--- config.mk ---
export PLATFORM = sky130hd
export DESIGN_NAME = cache_arbiter_n
export DESIGN_NICKNAME = d
export VERILOG_FILES = /design/src/rtl/cache_arbiter_pkg.sv /design/src/rtl/arb_rr_pick.sv /design/src/rtl/cache_arbiter_n.sv
export SDC_FILE = /design/constraint.sdc
export NUM_CORES = 1
export LEC_CHECK = 0
export CELL_PAD_IN_SITES_DETAIL_PLACEMENT = 1
export CELL_PAD_IN_SITES_GLOBAL_PLACEMENT = 2
export CORE_AREA = 2 2 542 544
export CTS_CLUSTER_SIZE = 24
export DETAILED_ROUTE_END_ITERATION = 6
export DIE_AREA = 0 0 544 546
export PLACE_DENSITY_LB_ADDON = 0.1
export SLEW_MARGIN = 40
export SYNTH_ARGS = -nofsm -noshare
export SYNTH_HDL_FRONTEND = slang
export SYNTH_HIERARCHICAL = 1
export SYNTH_SLANG_ARGS = --single-unit
--- constraint.sdc ---
create_clock -name clk -period 2.95 [get_ports clk]
set_input_delay 0.295 -clock clk [delete_from_list [all_inputs] [get_ports clk]]
set_output_delay 0.295 -clock clk [all_outputs]
set_load 0.05 [all_outputs]
--- src/rtl/cache_arbiter_pkg.sv ---
// cache_arbiter_pkg: shared types and limits for the N-requester memory arbiter.
package cache_arbiter_pkg;

    typedef enum logic [1:0] {
        ARB_IDLE,
        ARB_GRANT,
        ARB_BUFFER
    } arb_state_t;

    // Largest supported requester count; the grant index never exceeds 3 bits.
    localparam int MAX_N_REQ = 8;

endpackage

--- src/rtl/arb_rr_pick.sv ---
// arb_rr_pick: combinational wrap-around picker. Starting at i_start, returns
// the first requester with its bit set, searching upward and wrapping to 0.
// With i_start tied to 0 this is plain fixed priority, lowest index wins.
module arb_rr_pick #(
    parameter  int N_REQ = 2,
    localparam int IDX_W = $clog2(N_REQ)
) (
    input  logic [N_REQ-1:0] i_req,
    input  logic [IDX_W-1:0] i_start,
    output logic             o_valid,
    output logic [IDX_W-1:0] o_idx
);

    // Choose the requester with the smallest wrapped distance from the start.
    always_comb begin
        int v_start;
        int v_dist;
        int v_best;
        o_valid = 1'b0;
        o_idx   = '0;
        v_start = int'(i_start);
        v_dist  = 0;
        v_best  = N_REQ;
        for (int i = 0; i < N_REQ; i++) begin
            v_dist = (i >= v_start) ? (i - v_start) : (i + N_REQ - v_start);
            if (i_req[i] && (v_dist < v_best)) begin
                v_best  = v_dist;
                o_valid = 1'b1;
                o_idx   = IDX_W'(i);
            end
        end
    end

endmodule

--- src/rtl/cache_arbiter_n.sv ---
// cache_arbiter_n: N-requester arbiter in front of the single L2/memory port.
// Full address/data mux, one-hot response routing, one-cycle turnaround slot.
// Optional feature macro: CACHE_ARBITER_RR_EN (round-robin pointer). When it is
// undefined the search always starts at index 0 (fixed priority).
//
// state      | meaning
// -----------+----------------------------------------------------------
// ARB_IDLE   | no grant; picker chooses a winner for the next cycle
// ARB_GRANT  | requester r_grant owns the downstream port
// ARB_BUFFER | turnaround after completion; downstream request forced off
module cache_arbiter_n
    import cache_arbiter_pkg::*;
#(
    parameter  int N_REQ  = 2,
    parameter  int ADDR_W = 32,
    parameter  int DATA_W = 256,
    localparam int IDX_W  = $clog2(N_REQ)
) (
    input  logic                    clk,
    input  logic                    reset_n,
    input  logic [N_REQ-1:0]        req_read,
    input  logic [N_REQ-1:0]        req_write,
    input  logic [N_REQ*ADDR_W-1:0] req_addr,
    input  logic [N_REQ*DATA_W-1:0] req_wdata,
    output logic [N_REQ-1:0]        req_resp,
    output logic [DATA_W-1:0]       req_rdata,
    output logic                    mem_read,
    output logic                    mem_write,
    output logic [ADDR_W-1:0]       mem_addr,
    output logic [DATA_W-1:0]       mem_wdata,
    input  logic                    mem_resp,
    input  logic [DATA_W-1:0]       mem_rdata,
    output logic [IDX_W-1:0]        grant_idx,
    output logic                    busy
);

    arb_state_t       r_state;
    arb_state_t       w_state_nxt;
    logic [IDX_W-1:0] r_grant;
    logic [IDX_W-1:0] w_grant_nxt;
    logic [IDX_W-1:0] w_start;
    logic [N_REQ-1:0] w_req_any;
    logic             w_pick_valid;
    logic [IDX_W-1:0] w_pick_idx;

    assign w_req_any = req_read | req_write;

    arb_rr_pick #(
        .N_REQ (N_REQ)
    ) u_pick (
        .i_req   (w_req_any),
        .i_start (w_start),
        .o_valid (w_pick_valid),
        .o_idx   (w_pick_idx)
    );

`ifdef CACHE_ARBITER_RR_EN
    logic [IDX_W-1:0] r_ptr;
    logic [IDX_W-1:0] w_ptr_inc;

    assign w_ptr_inc = (r_grant == IDX_W'(N_REQ - 1)) ? '0 : (r_grant + IDX_W'(1));
    assign w_start   = r_ptr;

    // Pointer moves just past the owner only when its request completes; aborts leave it alone.
    always_ff @(posedge clk or negedge reset_n) begin
        if (!reset_n) begin
            r_ptr <= '0;
        end else if ((r_state == ARB_GRANT) && mem_resp) begin
            r_ptr <= w_ptr_inc;
        end
    end
`else
    assign w_start = '0;
`endif

    // State and owner registers.
    always_ff @(posedge clk or negedge reset_n) begin
        if (!reset_n) begin
            r_state <= ARB_IDLE;
            r_grant <= '0;
        end else begin
            r_state <= w_state_nxt;
            r_grant <= w_grant_nxt;
        end
    end

    // Next state: a response always wins over a simultaneous request drop.
    always_comb begin
        w_state_nxt = r_state;
        w_grant_nxt = r_grant;
        case (r_state)
            ARB_IDLE, ARB_BUFFER: begin
                if (w_pick_valid) begin
                    w_state_nxt = ARB_GRANT;
                    w_grant_nxt = w_pick_idx;
                end else begin
                    w_state_nxt = ARB_IDLE;
                end
            end
            ARB_GRANT: begin
                if (mem_resp) begin
                    w_state_nxt = ARB_BUFFER;
                end else if (!w_req_any[r_grant]) begin
                    w_state_nxt = ARB_IDLE;
                end
            end
            default: begin
                w_state_nxt = ARB_IDLE;
                w_grant_nxt = '0;
            end
        endcase
    end

    // Downstream mux and response routing; everything is zero outside GRANT.
    always_comb begin
        mem_read  = 1'b0;
        mem_write = 1'b0;
        mem_addr  = '0;
        mem_wdata = '0;
        req_resp  = '0;
        grant_idx = '0;
        busy      = 1'b0;
        if (r_state == ARB_GRANT) begin
            busy      = 1'b1;
            grant_idx = r_grant;
            for (int i = 0; i < N_REQ; i++) begin
                if (r_grant == IDX_W'(i)) begin
                    mem_read    = req_read[i];
                    mem_write   = req_write[i];
                    mem_addr    = req_addr[i*ADDR_W +: ADDR_W];
                    mem_wdata   = req_wdata[i*DATA_W +: DATA_W];
                    req_resp[i] = mem_resp;
                end
            end
        end
    end

    assign req_rdata = mem_rdata;

endmodule

==> run summary, run 1 <==
Hold Violations, Final: 0
max-slew violation count: 0
status: finished, final reports clean
share of cells above drive strength 1: 0.2129
H-tree Lvls: 1
Setup Viol. Count Final: 0
share of the synthesized area in the top cell type: 0.4408
initial DRC count: 273
Post-DRT Antenna Nets: 0
GR Overflow Total: 0
Worst Skew: 1.563 ps
top_reg_cell synth: dfrtp_1
Power per Cell Area: 925.3 nW/um2
number of flops mapped to enable cells by yosys: 0
WP data required: 2650 ps
Die Span Y: 546 um
Crit. End Element: output pin
slew margin rel.: 0.5043
crit path max fanout: 24
Worst-path clk slew: 30 ps
Fillers: 34.62k
Initial Util: 0.02262
DR WL/cell: 20.89 um
I/O pin count: 1,389
Routed WL: 114.3 mm
Root Buffer: clkbuf_16
number of global-route vias before repair: 10.68k
design area: 20,070 um2
core area: 292,100 um2
worst min-delay path class: primary input to asynchronous set/reset pin
RSZ-0062 raised after global routing: false
Initial DRT Pass Iterations: 4
synthesized area per cell: 7.159 um2
startpoint types: flop
later-pin clock latency in the skew report: 230 ps
origin of the critical flop-to-flop path: r_grant
clock sink count: 3
Syn-to-layout area delta: 203.8%
gate count after technology mapping: 923
Post-synth top cells: mux2i_1, nor2_1, buf_4, buf_2, buf_6
Synth area leaders: mux2i_1, buf_4, nor2_1
post-synthesis register bit count: 3
minimum clock period: 2698 ps
kind of critical path: flop to output pin
post-synth net total: 1,762
CTS tree: yes
Max Buffers Root-to-Sink: 2
measured slew at the worst slew-check pin: 743.5 ps
P_leak: 0.006601 uW
initial antenna violation count: 140
PortBufs: 876
r2r setup slk: 1350 ps
Die Wd: 544 um
worst vdd ir: 0.3520 mV
Synth area leader: mux2i_1
Achievable Freq: 370.6 MHz
register area share after synthesis: 0.01136
largest net degree at the start of global routing: 92
max-cap violations: 0
Synth async-reset ratio: 1.000
Detail Placement HPWL: 106.3 mm
total power: 18,570 uW
CTS buffer count: 3
full die area: 297,000 um2
drt via density: 1.740
TNS Setup: 0 ps
first-pass GRT wire length: 138.4 mm
Placed Area: 19,890 um2
Layout Nets: 2,362
synthesized area: 6608 um2
Reg2Reg Depth: 3
YS warnings: 6
Std-Cell Rows: 199
final worst-path cycle share: 0.9147
final core occ: 0.06873
routed vias: 9,523
DRC viols: 0
GRT Util Overall: 0.07312
crit path DAT: 2400 ps
synth unique cells: 19
reg-to-reg endpoint: r_state[0]
hold_ws: 346.2 ps
top-count cell post-synth: mux2i_1
gpl congestion: 0.7696
-- critical path, stage by stage, from the launching register on --
cell and delay [ps]:
dfrtp_4 730, buf_12 270, buf_12 240, mux2i_1 460, nor2_1 160, buf_12 180
-- logic make-up after synthesis --
group | Yosys count | synth area share
simple gates | 301 | 0.1753
other cells | 1 | 0.0005675
buf+inv | 324 | 0.3670
flops | 3 | 0.01136
compound gates | 3 | 0.004925
mux | 291 | 0.4408
-- layout make-up --
| type | count | area (um2) | area share |
|---|---|---|---|
| Multi-Input combinational cell | 596 | 4119 | 0.2052 |
| Inverter | 2 | 7.507 | 0.0003740 |
| Clock buffer | 4 | 78.83 | 0.003927 |
| Sequential cell | 3 | 78.83 | 0.003927 |
| Tap cell | 3919 | 4903 | 0.2443 |
| Timing Repair Buffer | 917 | 10810 | 0.5383 |
| Antenna cell | 32 | 80.08 | 0.003989 |
-- power by group --
part | internal (uW) | switching, uW | total [uW] | leakage [uW]
Clock | 178 | 38.7 | 217 | 0.0000384
Combinational | 7050 | 11100 | 18200 | 0.00653
Sequential | 62.1 | 98.4 | 161 | 0.0000358
Total | 7290 | 11300 | 18600 | 0.00660
-- sequential cells by signal (all words and copies together) (netlist names) --
name / count
r_state: 2
r_grant: 1
-- routing by layer --
layer | part of all wire | track usage
met1 | 0.37 | 0.07850
met2 | 0.44 | 0.1170
met3 | 0.15 | 0.04776
met4 | 0.035 | 0.02017
met5 | 0.0056 | 0
-- per-stage QoR --
stage	setup WS (ps)	cells
6_report	251.7	5473
5_1_grt	121.5	5443
4_1_cts	63.57	5441
3_5_place_dp	6.222	5436
3_3_place_gp	3.985	5436
2_1_floorplan	761.5	923
-- cells in the final DEF, fill, tap and decap left out --
cell             synthesis  layout
mux2i_1                291     290
buf_4                  258     122
and3_1                   1       1
clkbuf_16                0       3
o2bb2ai_1                1       1
nor2_1                 290     290
nand2b_1                 2       1
a21boi_1                 1       1
dfrtp_4                  0       1
inv_1                    2       2
or2_1                    1       1
diode_2                  0      32
clkbuf_1                 2       1
nor3b_1                  2       2
dfrtp_1                  3       2
o41ai_2                  1       1
mux2i_2                  0       1
or2_2                    2       2
nor3_1                   1       1
nand2b_4                 0       1
conb_1                   1       1
clkdlybuf4s50_1          0     602
and2_1                   2       2
buf_12                   0     193
-- timing repair --
action | in CTS | in global routing
hold buffers | 0 | 0
resized for setup | 1 | 0
setup buffers | 1 | 0
hold endpoints to repair | 0 | 0
endpoints found under the setup margin | 3 | 0
-- worst max path at each step --
| stage | from | depth (start not counted) | to | slack, ps |
|---|---|---|---|---|
| 2_1_floorplan | r_state[1] | 4 | req_resp[0] | 760 |
| 3_3_place_gp | r_grant | 5 | mem_wdata[211] | 4 |
| 3_5_place_dp | r_grant | 5 | mem_wdata[211] | 6 |
| 4_1_cts | r_grant | 5 | mem_wdata[210] | 60 |
| 5_1_grt | r_grant | 5 | mem_wdata[214] | 120 |
| 6_report | r_grant | 5 | mem_wdata[214] | 250 |
No activity file was read; power rests on OpenSTA's default activity.
==> run 2: changes to the inputs <==
Settings changed: ABC_AREA set to 1, CORE_AREA 2 2 542 544 to 2 2 540 542, DIE_AREA 0 0 544 546 to 0 0 542 544.
==> run 2 against run 1 <==
Effect of this change: via count is 18% higher; area after synthesis fell by 0.55%; critical endpoint is now mem_wdata[95]; largest cell class unchanged; register-to-register slack worse by 190 ps; cell count up 3.4%; cell area fell by 0.93%.
==> run summary, run 2 <==
status: finished, final reports clean (unchanged)
Synth Area in Compound Gates: 0.2439 (was 0.004923)
gate count after technology mapping: 1,256 (was 923)
measured slew at the worst slew-check pin: 692.4 ps (was 743.5 ps)
kind of critical path: flop to output pin (unchanged)
Net Switching: 13,620 uW (was 11,280 uW)
GR Overflow Total: 0 (unchanged)
pre-CTS WS: 293.6 ps (was 6.222 ps)
Post-synth top cells: nand2_1, buf_4, a21oi_1, buf_2, a21oi_2 (was mux2i_1, nor2_1, buf_4, buf_2, buf_6)
Fillers: 34.51k (was 34.62k)
Worst Skew: 3.300 ps (was 1.563 ps)
most common cell after layout, fill and taps aside: clkdlybuf4s50_1 (unchanged)
layer with the highest usage: met2 (unchanged)
initial antenna violation count: 132 (was 140)
Clk pwr share: 0.010 (was 0.012)
minimum clock period: 2703 ps (was 2698 ps)
core area: 289,400 um2 (was 292,100 um2)
fin worst setup slack: 246.5 ps (was 251.7 ps)
initial DRC count: 459 (was 273)
Comb pwr share: 0.985 (was 0.980)
final worst-path cycle share: 0.9164 (was 0.9147)
M3 GR Usage: 0.04494 (was 0.04776)
Synth area leaders: buf_4, nand2_1, a21oi_1 (was mux2i_1, buf_4, nor2_1)
clock sink count: 3 (unchanged)
Max Buffers Root-to-Sink: 2 (unchanged)
CTS hold repair buffers: 0 (unchanged)
Routed WL: 126.2 mm (was 114.3 mm)
biggest regs: r_state x2, r_grant x1 (unchanged)
drt via density: 1.977 (was 1.740)
Setup Viol. Count Final: 0 (unchanged)
post-synthesis register bit count: 3 (unchanged)
top-count cell post-synth: nand2_1 (was mux2i_1)
worst vdd ir: 0.5474 mV (was 0.3520 mV)
Synth area leader: buf_4 (was mux2i_1)
WP data required: 2650 ps (about the same)
Top reg by flops: r_state (unchanged)
max FFs per register: 2 (unchanged)
share of the synthesized area in the top cell type: 0.3347 (was 0.4408)
Initial Util: 0.02271 (was 0.02262)
startpoint types: flop (unchanged)
hold_ws: 345.1 ps (was 346.2 ps)
Crit. End Element: output pin (unchanged)
Switching Share: 0.6485 (was 0.6074)
share of cells above drive strength 1: 0.2179 (was 0.2129)
DRC viols: 0 (unchanged)
Power per Cell Area: 1056 nW/um2 (was 925.3 nW/um2)
Hold Violations, Final: 0 (unchanged)
Synth Area in XOR/XNOR: 0 (unchanged)
Pint: 7383 uW (was 7292 uW)
largest family of logic cells by synthesized area: buffers and inverters (was multiplexers)
DR WL/cell: 22.29 um (was 20.89 um)
number of flops mapped to enable cells by yosys: 0 (unchanged)
Std-Cell Rows: 198 (was 199)
Worst-path clk slew: 30 ps (about the same)
setup bufs post-CTS: 0 (was 1)
crit path max fanout: 44 (was 24)
P_leak: 0.006610 uW (was 0.006601 uW)
synthesized area: 6571 um2 (was 6608 um2)
Synth async-reset ratio: 1.000 (unchanged)
full die area: 294,800 um2 (was 297,000 um2)
top_reg_cell synth: dfrtp_1 (unchanged)
Achievable Freq: 369.9 MHz (was 370.6 MHz)
total power: 21,000 uW (was 18,570 uW)
Initial DRT Pass Iterations: 4 (unchanged)
max-slew violation count: 0 (unchanged)
GRT Util Overall: 0.08132 (was 0.07312)
RSZ-0062 raised after global routing: false (unchanged)
PortBufs: 876 (unchanged)
Resized Gates After CTS: 0 (was 1)
Layout Nets: 2,676 (was 2,362)
gpl congestion: 0.8114 (was 0.7696)
register area share after synthesis: 0.01142 (was 0.01136)
CTS tree: yes (unchanged)
post-synth net total: 2,095 (was 1,762)
routed vias: 11.19k (was 9,523)
Seq pwr share: 0.005 (was 0.009)
worst min-delay path class: primary input to asynchronous set/reset pin (unchanged)
met2 usage: 0.1397 (was 0.1170)
later-pin clock latency in the skew report: 230 ps (about the same)
number of global-route vias before repair: 12.38k (was 10.68k)
Die Wd: 542 um (was 544 um)
Root Buffer: clkbuf_16 (unchanged)
final core occ: 0.06873 (about the same)
TNS Setup: 0 ps (unchanged)
met1 Use GR: 0.08773 (was 0.07850)
Post-DRT Antenna Nets: 0 (unchanged)
Critical path origin: r_grant (unchanged)
most frequent cells in the layout: clkdlybuf4s50_1, nand2_1, a21oi_1 (was clkdlybuf4s50_1, mux2i_1, nor2_1)
Die Span Y: 544 um (was 546 um)
max-cap violations: 0 (unchanged)
CTS buffer count: 3 (unchanged)
largest net degree at the start of global routing: 65 (was 92)
crit path DAT: 2410 ps (was 2400 ps)
synthesized area per cell: 5.232 um2 (was 7.159 um2)
first-pass GRT wire length: 154.2 mm (was 138.4 mm)
Detail Placement HPWL: 114.7 mm (was 106.3 mm)
adder-cell share of the synthesized area: 0 (unchanged)
Syn-to-layout area delta: 202.6% (was 203.8%)
origin of the critical flop-to-flop path: r_state[1] (was r_grant)
slew margin rel.: 0.5367 (was 0.5043)
synth unique cells: 18 (was 19)
YS warnings: 6 (unchanged)
mux cell area share after synthesis: 0 (was 0.4408)
H-tree Lvls: 1 (unchanged)
Post-Synth Simple-Gate Area: 0.3475 (was 0.1753)
I/O pin count: 1,389 (unchanged)
run 2: cell count changes after synthesis, moves of 11 or more:
cell / previous run / this run
a21oi_1: 0 / 252
a21oi_2: 0 / 39
buf_4: 258 / 293
buf_6: 26 / 10
mux2i_1: 291 / 0
nand2_1: 0 / 574
nand2_2: 0 / 11
nor2_1: 290 / 6
run 2: worst paths after layout:
| kind | endpoint | slack (ps) | cells past startpoint |
|---|---|---|---|
| max in group asynchronous | r_grant | 2350 | 1 |
| setup reg to reg | r_state[0] | 1160 | 5 |
| hold / removal | r_grant | 350 | 1 |
| hold reg to reg | r_grant | 560 | 3 |
| min in group clk | r_grant | 560 | 3 |
| setup / recovery | mem_wdata[95] | 250 | 5 |
run 2: stage by stage:
step	cell area, um2	cells
floorplan	6571	1256
global placement	19740	5632
detailed placement	19750	5632
CTS	19820	5636
global route	19820	5636
finish	19890	5661
run 2: final cells by class:
cell class / instances / area [um2] / area share
multi-input cells: 890 / 3906 / 0.1964
inverters: 10 / 50.05 / 0.002517
flip-flops and latches: 3 / 78.83 / 0.003964
diodes: 25 / 62.56 / 0.003146
well taps: 3800 / 4755 / 0.2391
clock buffers: 4 / 78.83 / 0.003964
repair buffers: 929 / 10960 / 0.5509
run 2: logic make-up after synthesis:
group                  count (synthesis)
other                                  1
AO/OA/AOI/OAI                        291
buffers and inverters                363
AND/OR/NAND/NOR                      598
flip-flops                             3
run 2: power groups by stage:
stage | registers [uW] | logic [uW] | clock network [uW]
floorplan | 69.8 | 11100 | 0
global placement | 107 | 21600 | 0
detailed placement | 107 | 21500 | 0
CTS | 107 | 21600 | 223
global route | 109 | 22000 | 231
finish | 106 | 20700 | 219
run 2: layer usage:
metal	wire, um	share of wire
met5	749	0.0059
met4	3010	0.024
met3	15230	0.12
met2	59060	0.47
met1	48120	0.38
run 2: worst max-delay path, stage by stage, from the launching register on:
cell and delay (ps):
dfrtp_4 530, clkinv_8 240, buf_4 440, nand2_1 280, a21oi_1 340, buf_12 180
==> run 3: changes to the inputs <==
Clock period 2.95 ns to 3.1 ns, I/O delays scaled along.
==> run 3 against run 2 <==
Effect of this change: sequential share of layout area barely moved; cell area fell by 1.1%; worst setup slack gained 20 ps; first-iteration DRC count shrank 40%; register-to-register slack gained 130 ps; critical path depth increased by 1; global-route usage decreased by 0.075 points; clock-buffer cell count stayed put; cell count is 0.23% lower; via count down 0.46%; non-clock buffer count is 2 lower; hold slack got worse by 43 ps; critical path type unchanged; largest cell class unchanged.
==> run summary, run 3 (same netlist as run 2, synthesis figures left out) <==
status: finished, final reports clean (unchanged)
final worst-path cycle share: 0.9140
full die area: 294,800 um2 (unchanged)
startpoint types: flop (unchanged)
WP data required: 2790 ps (was 2650 ps)
r2r setup slk: 1290 ps (was 1160 ps)
Layout Nets: 2,674 (was 2,676)
DR WL/cell: 22.04 um (was 22.29 um)
Setup Viol. Count Final: 0 (unchanged)
slowest stage delay, CP: 510 ps (was 530 ps)
Die Span Y: 544 um (unchanged)
first-pass GRT wire length: 153.9 mm (was 154.2 mm)
CTS tree: yes (unchanged)
Resized Gates After CTS: 0 (unchanged)
max-slew violation count: 0 (unchanged)
Top reg by flops: r_state (unchanged)
Placed Cells: 5,630 (was 5,632)
crit path max fanout: 71 (was 44)
most common cell after layout, fill and taps aside: clkdlybuf4s50_1 (unchanged)
DRC viols: 0 (unchanged)
Worst-path clk slew: 30 ps (about the same)
Detail Placement HPWL: 113.4 mm (was 114.7 mm)
kind of critical path: flop to output pin (unchanged)
Layout Cells excl Fill: 5,648 (was 5,661)
Hold Violations, Final: 0 (unchanged)
Max Buffers Root-to-Sink: 2 (unchanged)
setup bufs post-CTS: 0 (unchanged)
minimum clock period: 2833 ps
gpl congestion: 0.7954 (was 0.8114)
GR Overflow Total: 0 (unchanged)
final core occ: 0.06800 (was 0.06873)
PortBufs: 876 (unchanged)
Post-DRT Antenna Nets: 0 (unchanged)
later-pin clock latency in the skew report: 230 ps (about the same)
CP bufs+invs: 4 (was 3)
H-tree Lvls: 1 (unchanged)
Top Family by Delay on Critical Path: buffers and inverters (unchanged)
P_leak: 0.006504 uW (was 0.006610 uW)
CTS hold repair buffers: 0 (unchanged)
Power per Cell Area: 999.8 nW/um2 (was 1056 nW/um2)
max-cap violations: 0 (unchanged)
share of cells above drive strength 1: 0.2034 (was 0.2179)
clock sink count: 3 (unchanged)
routed vias: 11.14k (was 11.19k)
Std-Cell Rows: 198 (unchanged)
TNS Setup: 0 ps (unchanged)
Routed WL: 124.5 mm (was 126.2 mm)
Achievable Freq: 352.9 MHz
Die Wd: 542 um (unchanged)
number of global-route vias before repair: 12.35k (was 12.38k)
Worst Skew: 0.3142 ps (was 3.300 ps)
Crit. End Element: output pin (unchanged)
Syn-to-layout area delta: 199.4% (was 202.6%)
worst min-delay path class: primary input to asynchronous set/reset pin (unchanged)
core area: 289,400 um2 (unchanged)
total power: 19,670 uW (was 21,000 uW)
worst vdd ir: 0.3990 mV (was 0.5474 mV)
biggest regs: r_state x2, r_grant x1 (unchanged)
crit path DAT: 2520 ps (was 2410 ps)
largest net degree at the start of global routing: 85 (was 65)
Crit-path slowest cell: dfrtp_4 (unchanged)
RSZ-0062 raised after global routing: false (unchanged)
CTS buffer count: 3 (unchanged)
measured slew at the worst slew-check pin: 700.5 ps (was 692.4 ps)
initial DRC count: 275 (was 459)
drt via density: 1.972 (was 1.977)
max FFs per register: 2 (unchanged)
GRT Util Overall: 0.08057 (was 0.08132)
I/O pin count: 1,389 (unchanged)
Initial DRT Pass Iterations: 5 (was 4)
Root Buffer: clkbuf_16 (unchanged)
initial antenna violation count: 101 (was 132)
critical path, cell by cell: clkinv_8 -> buf_12 -> buf_12 -> nand2_1 -> a21oi_1 -> buf_12 (was clkinv_8 -> buf_4 -> nand2_1 -> a21oi_1 -> buf_12)
cell mode on critical path: buf_12
slew margin rel.: 0.5330 (was 0.5367)
most frequent cells in the layout: clkdlybuf4s50_1, nand2_1, a21oi_1 (unchanged)
Initial Util: 0.02271 (unchanged)
==> run 3: final timing paths <==
| path | startpoint | to | cells past startpoint |
|---|---|---|---|
| setup / recovery | r_grant | mem_wdata[100] | 6 |
| hold / removal | reset_n | r_state[0] | 1 |
| setup reg to reg | r_state[1] | r_state[0] | 7 |
| hold reg to reg | r_state[1] | r_grant | 3 |
| max in group asynchronous | reset_n | r_grant | 1 |
| min in group clk | r_state[1] | r_grant | 3 |
==> run 3: cell type report <==
class,instances,area (um2)
Fill cell,34570,269700
Timing Repair Buffer,927,10780
Tap cell,3800,4755
Multi-Input combinational cell,890,3904
Sequential cell,3,78.83
Clock buffer,4,78.83
Inverter,10,50.05
Antenna cell,14,35.03
==> run 3: power by group <==
group | total (uW) | switching, uW | internal [uW]
combinational | 19400 | 12800 | 6580
sequential | 94.8 | 33.2 | 61.6
clock | 207 | 36.9 | 170
==> run 3: routing by layer <==
metal	GRT usage	share of wire	up-vias
li1	-	-	4881
met1	0.09140	0.39	5092
met2	0.1359	0.46	812
met3	0.04031	0.12	261
met4	0.01460	0.024	94
met5	0	0.0051	-
==> run 3: per-stage QoR <==
step / cell area (um2) / hold WS (ps) / setup slack (ps)
2_1_floorplan: 6571 / 14.41 / 1040
3_3_place_gp: 19560 / 543.0 / 259.2
3_5_place_dp: 19560 / 544.5 / 268.5
4_1_cts: 19640 / 306.9 / 17.02
5_1_grt: 19640 / 296.3 / 36.15
6_report: 19680 / 302.0 / 266.6
